$ cat config.mk
export PLATFORM = sky130hd
export DESIGN_NAME = booth_divider
export DESIGN_NICKNAME = d
export VERILOG_FILES = /design/src/rtl/booth_divider.sv
export SDC_FILE = /design/constraint.sdc
export NUM_CORES = 1
export LEC_CHECK = 0
export CAP_MARGIN = 20
export CORE_ASPECT_RATIO = 1.2
export CORE_MARGIN = 1
export CORE_UTILIZATION = 40
export CTS_CLUSTER_DIAMETER = 30
export DETAILED_ROUTE_END_ITERATION = 10
export PLACE_DENSITY = 0.61
export SYNTH_ARGS = -nofsm -noshare
export SYNTH_HDL_FRONTEND = slang
export SYNTH_SLANG_ARGS = --single-unit
$ cat constraint.sdc
create_clock -name clk -period 3.2 [get_ports clk]
set_input_delay 0.96 -clock clk [delete_from_list [all_inputs] [get_ports clk]]
set_output_delay 0.96 -clock clk [all_outputs]
set_load 0.02 [all_outputs]
$ cat src/rtl/booth_divider.sv
// Sequential signed divider: restoring division on operand magnitudes, one quotient bit
// per clock, followed by a sign-correction cycle. Uses a start/busy/done handshake.
module booth_divider #(
    parameter int unsigned WIDTH = 8,
    parameter int unsigned CNT_W = 4
) (
    input  logic             clk,
    input  logic             reset,
    input  logic             start,
    input  logic [WIDTH-1:0] dividend,
    input  logic [WIDTH-1:0] divisor,
    output logic [WIDTH-1:0] quotient,
    output logic [WIDTH-1:0] remainder,
    output logic             busy,
    output logic             done,
    output logic             div_by_zero,
    output logic             overflow
);

    localparam logic [1:0] IDLE = 2'd0;
    localparam logic [1:0] ITER = 2'd1;
    localparam logic [1:0] FIX  = 2'd2;

    logic [1:0]       state_q, state_d;
    logic [WIDTH:0]   rem_q, rem_d;
    logic [WIDTH:0]   dsr_q, dsr_d;
    logic [WIDTH-1:0] quo_q, quo_d;
    logic [CNT_W-1:0] cnt_q, cnt_d;
    logic             neg_q, neg_d;
    logic             dvd_neg_q, dvd_neg_d;
    logic             dz_q, dz_d;
    logic [WIDTH-1:0] quotient_d, remainder_d;
    logic             done_d, dbz_d, ovf_d;

    logic [WIDTH:0]   dvd_ext, dsr_ext, dvd_mag, dsr_mag, shifted, diff;
    logic [WIDTH-1:0] q_signed, r_signed, dvd_orig;

    // Magnitudes carry an extra bit so the most negative operand is exact.
    assign dvd_ext = {dividend[WIDTH-1], dividend};
    assign dsr_ext = {divisor[WIDTH-1], divisor};
    assign dvd_mag = dividend[WIDTH-1] ? -dvd_ext : dvd_ext;
    assign dsr_mag = divisor[WIDTH-1] ? -dsr_ext : dsr_ext;

    assign shifted = {rem_q[WIDTH-1:0], quo_q[WIDTH-1]};
    assign diff    = shifted - dsr_q;

    assign q_signed = neg_q ? -quo_q : quo_q;
    assign r_signed = dvd_neg_q ? -rem_q[WIDTH-1:0] : rem_q[WIDTH-1:0];
    // On divide-by-zero quo_q still holds |dividend|; rebuild the original operand.
    assign dvd_orig = dvd_neg_q ? -quo_q : quo_q;

    assign busy = (state_q != IDLE);

    always_comb begin
        state_d     = state_q;
        rem_d       = rem_q;
        dsr_d       = dsr_q;
        quo_d       = quo_q;
        cnt_d       = cnt_q;
        neg_d       = neg_q;
        dvd_neg_d   = dvd_neg_q;
        dz_d        = dz_q;
        quotient_d  = quotient;
        remainder_d = remainder;
        done_d      = 1'b0;
        dbz_d       = div_by_zero;
        ovf_d       = overflow;
        case (state_q)
            IDLE: begin
                if (start) begin
                    neg_d     = dividend[WIDTH-1] ^ divisor[WIDTH-1];
                    dvd_neg_d = dividend[WIDTH-1];
                    quo_d     = dvd_mag[WIDTH-1:0];
                    dsr_d     = dsr_mag;
                    rem_d     = '0;
                    cnt_d     = '0;
                    dz_d      = (divisor == '0);
                    state_d   = (divisor == '0) ? FIX : ITER;
                end
            end
            ITER: begin
                if (diff[WIDTH]) begin
                    rem_d = shifted;
                    quo_d = {quo_q[WIDTH-2:0], 1'b0};
                end else begin
                    rem_d = diff;
                    quo_d = {quo_q[WIDTH-2:0], 1'b1};
                end
                cnt_d = cnt_q + CNT_W'(1);
                if (cnt_q == CNT_W'(WIDTH - 1)) begin
                    state_d = FIX;
                end
            end
            FIX: begin
                done_d  = 1'b1;
                state_d = IDLE;
                if (dz_q) begin
                    quotient_d  = '1;
                    remainder_d = dvd_orig;
                    dbz_d       = 1'b1;
                    ovf_d       = 1'b0;
                end else begin
                    quotient_d  = q_signed;
                    remainder_d = r_signed;
                    dbz_d       = 1'b0;
                    // Only -2^(W-1) / -1 yields a positive quotient with the MSB set.
                    ovf_d       = ~neg_q & quo_q[WIDTH-1];
                end
            end
            default: state_d = IDLE;
        endcase
    end

    always_ff @(posedge clk or negedge reset) begin
        if (!reset) begin
            state_q     <= IDLE;
            rem_q       <= '0;
            dsr_q       <= '0;
            quo_q       <= '0;
            cnt_q       <= '0;
            neg_q       <= 1'b0;
            dvd_neg_q   <= 1'b0;
            dz_q        <= 1'b0;
            quotient    <= '0;
            remainder   <= '0;
            done        <= 1'b0;
            div_by_zero <= 1'b0;
            overflow    <= 1'b0;
        end else begin
            state_q     <= state_d;
            rem_q       <= rem_d;
            dsr_q       <= dsr_d;
            quo_q       <= quo_d;
            cnt_q       <= cnt_d;
            neg_q       <= neg_d;
            dvd_neg_q   <= dvd_neg_d;
            dz_q        <= dz_d;
            quotient    <= quotient_d;
            remainder   <= remainder_d;
            done        <= done_d;
            div_by_zero <= dbz_d;
            overflow    <= ovf_d;
        end
    end

endmodule

---- Yosys cells after proc, flatten, opt, wreduce, memory -nomap -nowiden ----
Cells that the tools add are included.
storage, ports and cells
  memories kept ........................... 0
  latch bits .............................. 0
  memory bits (read-only) ................. 0
  memory bits (writable) .................. 0
  output and inout port bits .............. 20
  bits of input ports ..................... 19
  register bits ........................... 53
operators by class
  bitwise gates (word level) .............. 3
  shifts and indexed selects .............. 0
  div/mod/pow operators ................... 0
  multipliers ............................. 0
  magnitude comparators ................... 0
  eq/ne operators ......................... 5
  $add $sub $neg .......................... 6
  reduce and logical (&&, ||, !) cells .... 7
  multiplexer cells ....................... 22
operators with widths
  operator               count
  $mux W8                9
  $pmux W8 S2            2
  $neg A8 Y8             3
  $mux W9                1
  $neg A9 Y9             1
  $sub A9 B9 Y9          1
  $logic_not A8 Y1       1
  $pmux W4 S2            1
  $mux W2                3
  $reduce_and A2 Y1      3
  $add A4 B1 Y4 const B  1
  $eq A4 B3 Y1 const B   1
  $mux W1                4
  $mux W4                1
  $ne A2 B2 Y1 const B   2
  $pmux W2 S2            1
  $reduce_bool A2 Y1     2
  $eq A2 B1 Y1 const B   1
  $eq A2 B2 Y1 const B   1
  $logic_not A2 Y1       1
  $and A1 B1 Y1          1
  $not A1 Y1             1
  $xor A1 B1 Y1          1

---- Depth between registers and ports, before layout ----
Gate-level depths: netlist of the first run.
  depth in word-level cells ............... 4
  depth in mapped cells ................... 10
  gate-level depth less buffers ........... 9

---- Worst setup path before layout of the first run ----
No wires, ideal clock.
  path kind ............................... flip-flop to flip-flop
  start ................................... reg quo_q[7]
  end ..................................... reg rem_q[4]
  required time ........................... 3084 ps
  buffers on the path ..................... 1
  setup slack ............................. 890 ps
  arrival time ............................ 2195 ps
  stages on the path, launching flop included .. 11
  path through ............................ dfrtp_1 > inv_1 > ha_1 > fa_1 > nand2b_1 > a21oi_1 > o22ai_1 > xnor2_1 > buf_2 > nand3_1 > o311ai_0
between the ends
  longest elaborated chain between the ends .. 3
RTL lines
  element                 RTL line  source
  start, declared         27        logic [WIDTH-1:0] quo_q, quo_d;
  start signal, assigned  133       quo_q <= quo_d;
  $sub A9 B9 Y9           45        assign diff = shifted - dsr_q;
  $mux W8                 82        if (diff[WIDTH]) begin
  $pmux W8 S2             68        case (state_q)
  end signal, assigned    131       rem_q <= rem_d;
  end, declared           25        logic [WIDTH:0] rem_q, rem_d;
Every way passes these cells.
A chain may end at the register's enable or synchronous reset.

---- Final worst setup path of the first run ----
  start ................................... reg state_q[1]
  end ..................................... out busy
between the ends
  longest elaborated chain between the ends .. 1
RTL lines
  element                 RTL line  source
  start, declared         24        logic [1:0] state_q, state_d;
  start signal, assigned  130       state_q <= state_d;
  $reduce_bool A2 Y1      52        assign busy = (state_q != IDLE);
  end, declared           14        output logic busy,
Every way passes these cells.

==> impl_results.md, run 1 <==
* HPWL Detailed at roughly 5000 um
* Finished Core Util at 0.4851
* Post-cts gate resize count at 0
* CTS clk-pin slew, worst paths at approximately 100 ps
* Post-route ant nets at 0
* Chip Height at about 100 um
* Final #Nets at 420
* RSZ-0062 raised after global routing: no
* CTS Buf Count at 5
* Met3 wire length at 193 um
* Final setup vio count at 0
* Top sig layer: met4
* Worst path bufs/invs at 2
* Ys flop type: dfrtp_1
* Synthesized flop and latch total at between 50 and 60
* PwrDens at approximately 1000 mW/mm^2
* Vias in the first global route at about 2400
* Crit-path cells: inv_1 -> nand2_1 -> clkdlybuf4s50_1
* Rows at 35
* Ports at 39
* Worst-Margin Slew at 865.5 ps
* IO buf count at 38
* Pre-Repair DR Iteration Count at 4
* Buffer count from post-CTS setup fixing at 0
* Ys async rst share at 1.000
* Yosys warnings at 0
* Tmin final at ~2600 ps
* Final hold viol count at 0
* Most frequent cells in the layout: nand2_1 (57), dfrtp_1 (53), clkdlybuf4s50_1 (37), xnor2_1 (27), o21ai_0 (24)
* M1 WL at about 3000 um
* DR WL/cell at around 13 um
* CTS Root Cell: clkbuf_8
* Status: completed
* Lkg Pwr at between 1.5 and 2 nW
* Max Slew Vio Count at 0
* Synthesized cell area at 0.003187 mm^2
* DR iter-0 viols at 68
* Final setup TNS at 0 ps
* Hold Slack at between 400 and 500 ps
* Largest net degree at the start of global routing at 25
* Global-route wire length before repair at ~11000 um
* Clk Latency, worst-skew pair at slightly above 300 ps
* Mean Syn Cell Area at around 9 um^2
* Initial antenna violation count at 0
* Vias per inst at ~5.3
* Max clock buf depth at 2
* Crit start category: register
* Core ar. at ~0.0077 mm^2
* Max VDD drop at ~400 uV
* Commonest non-fill, non-tap cell in the layout: nand2_1
* Cells after DPL at ~470
* CTS Hold Bufs at 0
* GRT Resource Usage Total at 0.1629
* Sw frac at 0.4269
* EDFF count, synth at 0
* Family with the most delay on the worst path: buffers and inverters
* GR Overflow Total at 0
* Worst setup EP type: output pin
* Clock skew at around 11 ps
* Crit path DAT at 1660 ps
* Placer congestion estimate at roughly 0.83
* Setup CP Type: register to output pin
* Worst endpoint required time at about 2200 ps
* Part of the power in the clock network at 0.122
* Internal at around 2.1 mW
* Unique masters post-synth at 44
* CTS sink cnt at 53
* Slowest CP cell: clkdlybuf4s50_1
* H-tree Lvls at 2
* Syn Inst Count at 358
* Die area at 0.008329 mm^2
* Area grow syn2layout at 17.31%
* Share of cells above drive strength 1 at 0.05412
* Max Freq at around 380 MHz
* MaxCap Viol Count at 0
* Via count at 2526
* Maximum fanout along the worst path at 11
* Initial Util at 0.4135
* Sequential Power Share at 0.335
* CTS tree: done
* DR DRC count at 0
* Synthesized net count at around 390
* Die W at about 83 um
* Max-Slew Margin vs Limit at 0.4209
* Combinational share of power at 0.544
* Crit-path max cell delay at between 500 and 600 ps
* HP Class: register to register
* Fin crit share at 0.8188
* Final Instance Count excl. Fillers at 480
* Met2 WL at approximately 3200 um
* Drt total wl at around 6500 um
* Antenna diode count at 0
* Sequential area share after synthesis at 0.4162
* Net Sw Power at about 1.6 mW
==> cell type report <==
cell class	instances	area (um^2)
multi-input combinational	263	1690
clock inverter	2	38.79
sequential	53	1326
inverter	20	75.07
tap	92	115.1
timing repair buffer	44	420.4
clock buffer	6	72.57
fill	734	3969
==> per-layer routing <==
metal,vias to the layer above,track usage
li1,1297,-
met1,1177,0.2137
met2,46,0.2818
met3,6,0.02796
met4,0,0.04042
met5,-,0
==> synth_stat cells (5+ instances only) <==
| cell type | n | share of area |
|---|---|---|
| o31ai_1 | 5 | 0.012 |
| clkbuf_1 | 17 | 0.020 |
| nor2_1 | 18 | 0.021 |
| dfrtp_1 | 53 | 0.42 |
| nor3_1 | 7 | 0.011 |
| nand2_1 | 57 | 0.067 |
| o21ai_0 | 24 | 0.038 |
| a21oi_1 | 22 | 0.035 |
| xor2_1 | 10 | 0.027 |
| nand3_1 | 8 | 0.013 |
| xnor2_1 | 27 | 0.074 |
| nand2b_1 | 8 | 0.016 |
| o22ai_1 | 14 | 0.027 |
| o21ai_1 | 8 | 0.013 |
| ha_1 | 13 | 0.051 |
| mux2i_1 | 7 | 0.022 |
| inv_1 | 20 | 0.024 |
==> final timing paths <==
check | startpoint | end | slack, ps | cells after the start
max | state_q[1] | busy | 580 | 3
min | quotient[0] | quotient[0] | 470 | 2
max reg2reg | quo_q[7] | rem_q[3] | 810 | 10
min reg2reg | quotient[0] | quotient[0] | 470 | 2
max in group asynchronous | reset | cnt_q[0] | 1980 | 2
min in group asynchronous | reset | rem_q[1] | 610 | 1
==> registers in the layout, summed over array words and instances, names as in the netlist <==
register     cells
quo_q            8
dvd_neg_q        1
cnt_q            4
rem_q            8
done             1
dz_q             1
overflow         1
quotient         8
dsr_q            9
div_by_zero      1
neg_q            1
remainder        8
state_q          2
==> worst min-delay path: stages (launching register included) <==
cell and delay [ps]:
dfrtp_1 360, nand2_1 50, nand2_1 40
==> through the flow <==
stage               worst slack, ps  power [mW]  area [um^2]
floorplan                     889.7       2.778         3187
global placement              543.3       3.272         3627
detailed placement            464.2       3.322         3627
CTS                           572.6       3.786         3739
global route                  480.7       4.081         3739
finish                        579.8       3.751         3739
==> kinds of logic (layout without fill, tap and decap cells) <==
group,count (synthesis),after routing,share of synthesized area
AOI/OAI and AO/OA,91,91,0.1771
xor gates and xnor gates,37,37,0.1017
adders and majority gates,14,14,0.05732
buffers and inverters,42,72,0.05339
DFF,53,53,0.4162
muxes,10,10,0.03612
and+or+nand+nor,111,111,0.1582
==> power by group through the flow <==
stage | combinational (mW) | clock (mW) | sequential (mW)
6_report | 2.04 | 0.456 | 1.26
5_1_grt | 2.28 | 0.500 | 1.31
4_1_cts | 2.06 | 0.470 | 1.26
3_5_place_dp | 2.05 | 0 | 1.27
3_3_place_gp | 2.01 | 0 | 1.26
2_1_floorplan | 1.57 | 0 | 1.21
Power figures use the tool's default switching activity.
==> run 2, diff against run 1 <==
--- a/config.mk
+++ b/config.mk
@@ -11,7 +11,7 @@
 export CORE_UTILIZATION = 40
 export CTS_CLUSTER_DIAMETER = 30
 export DETAILED_ROUTE_END_ITERATION = 10
-export PLACE_DENSITY = 0.61
+export PLACE_DENSITY = 0.63
 export SYNTH_ARGS = -nofsm -noshare
 export SYNTH_HDL_FRONTEND = slang
 export SYNTH_SLANG_ARGS = --single-unit
==> constraint.sdc (replaced) <==
create_clock -name clk -period 2.4 [get_ports clk]
set_input_delay 0.72 -clock clk [delete_from_list [all_inputs] [get_ports clk]]
set_output_delay 0.72 -clock clk [all_outputs]
set_load 0.02 [all_outputs]
==> run 2 against run 1 <==
Combinational power increased by 45%. Register-to-register slack got worse by 630 ps. Sequential power increased by 32%. Clock-buffer cell count unchanged. Global-route usage increased by 0.60 points. Wire length rose by 2.9%. First-iteration DRC count up 84%. Via count rose by 2.7%. Final cell count is 2.3% higher. Critical endpoint is now rem_q[3]. Largest power group unchanged. Highest routed layer unchanged.
==> impl_results.md, run 2 (synthesis results as in run 1) <==
* Filler cells at 746
* M1 WL at 3053 um
* Max clock buf depth at 2
* Global-route wire length before repair at ~11000 um
* Power Total at 5.131 mW
* Met2 WL at 3318 um
* Tmin final at ~2200 ps
* Top sig layer: met4
* Placer congestion estimate at ~0.85
* Worst setup EP type: register
* Hold Slack at roughly 470 ps
* Final Instance Count excl. Fillers at 491
* Largest net degree at the start of global routing at between 50 and 60
* Biggest register: dsr_q
* Antenna diode count at 0
* CTS tree: done
* Die area at ~0.0083 mm^2
* Area of the multi-input gates at between 0.0015 and 0.002 mm^2
* Share of cells above drive strength 1 at 0.09023
* Vias in the first global route at about 2500
* Initial antenna violation count at 0
* Max Slew Vio Count at 0
* Rows at 35
* Max-Slew Margin vs Limit at 0.5644
* DR WL/cell at ~14 um
* Worst endpoint required time at approximately 2600 ps
* Cells after DPL at just under 500
* Final hold viol count at 0
* H-tree Lvls at 2
* Pre-Repair DR Iteration Count at 4
* CTS clk-pin slew, worst paths at 90 ps
* Ports at 39
* Buffer count from post-CTS setup fixing at 0
* HPWL Detailed at between 5000 and 6000 um
* IO buf count at 38
* DR DRC count at 0
* Commonest non-fill, non-tap cell in the layout: nand2_1
* Drt total wl at around 6600 um
* Worst-Margin Slew at approximately 650 ps
* Vias per inst at between 5 and 6
* Max VDD drop at ~550 uV
* Die W at ~83 um
* Maximum fanout along the worst path at 8
* GR Overflow Total at 0
* DR iter-0 viols at approximately 130
* Final setup TNS at 0 ps
* Area grow syn2layout at 19.91%
* Register Area at 0.001326 mm^2
* Crit start category: register
* RSZ-0062 raised after global routing: no
* Via count at between 2000 and 3000
* Fin crit share at 0.9257
* CTS sink cnt at 53
* CTS Buf Count at 5
* Met3 wire length at around 160 um
* Clk Latency, worst-skew pair at 300 ps
* Post-route ant nets at 0
* HP Class: register to register
* Chip Height at around 100 um
* Clock skew at about 3.6 ps
* Crit path DAT at 2390 ps
* Initial Util at 0.4135
* CTS Root Cell: clkbuf_8
* GRT Resource Usage Total at 0.1689
* Most frequent cells in the layout: nand2_1 (57), dfrtp_1 (53), clkdlybuf4s50_1 (37), xnor2_1 (27), o21ai_0 (24)
* MaxCap Viol Count at 0
* Final #Nets at roughly 430
* Max Freq at between 400 and 500 MHz
* Final setup vio count at 0
* Setup CP Type: register to register
* Core ar. at 0.007707 mm^2
* Max reg flops at 9
* Lkg Pwr at ~1.7 nW
* Status: completed
* PwrDens at between 1000 and 1500 mW/mm^2
-- run 2: through the flow --
stage | setup slack, ps | utilization | instance area [um^2]
after floorplan | 89.71 | - | 3187
after global placement | 12.56 | 0.4823 | 3717
after detailed placement | -71.85 | 0.4823 | 3717
after CTS | 42.48 | 0.4940 | 3807
after global routing | 32.00 | 0.4958 | 3821
final | 178.2 | 0.4958 | 3821
-- run 2: worst max-delay path, stage by stage, from the launching register on --
cell	delay (ps)
dfrtp_1	390
ha_1	230
fa_2	360
nand2b_4	160
a21oi_2	150
o22ai_1	110
xnor2_1	200
buf_4	190
mux2i_1	220
o21ai_1	80
-- run 2: worst paths after layout --
kind,from,endpoint,depth (start not counted),slack (ps)
setup reg to reg,dsr_q[0],rem_q[3],9,180
hold reg to reg,quotient[0],quotient[0],2,470
max in group asynchronous,reset,dsr_q[0],2,1450
setup / recovery,dsr_q[0],rem_q[3],9,180
hold / removal,quotient[0],quotient[0],2,470
min in group asynchronous,reset,remainder[6],2,520
-- run 2: routing by layer --
metal / vias to the layer above / track usage
met4: 0 / 0.04694
met5: - / 0
li1: 1319 / -
met2: 50 / 0.3071
met3: 12 / 0.02220
met1: 1213 / 0.2118
-- run 2: what timing repair did --
action,in CTS,in global routing
setup endpoints to repair,0,6
hold endpoints to repair,0,0
hold buffers,0,0
resized for setup,0,3
-- run 2: layout make-up --
type	instances	share of cell area
sequential	53	0.3471
inverter	20	0.01965
clock buffer	6	0.02161
multi-input combinational	263	0.4460
timing repair buffer	56	0.1336
clock inverter	1	0.001965
tap	92	0.03012
-- run 2: power by group --
part           total (mW)  internal (mW)  switching [mW]
logic                2.96           1.44            1.52
registers            1.66           1.25           0.410
clock network       0.512          0.229           0.283
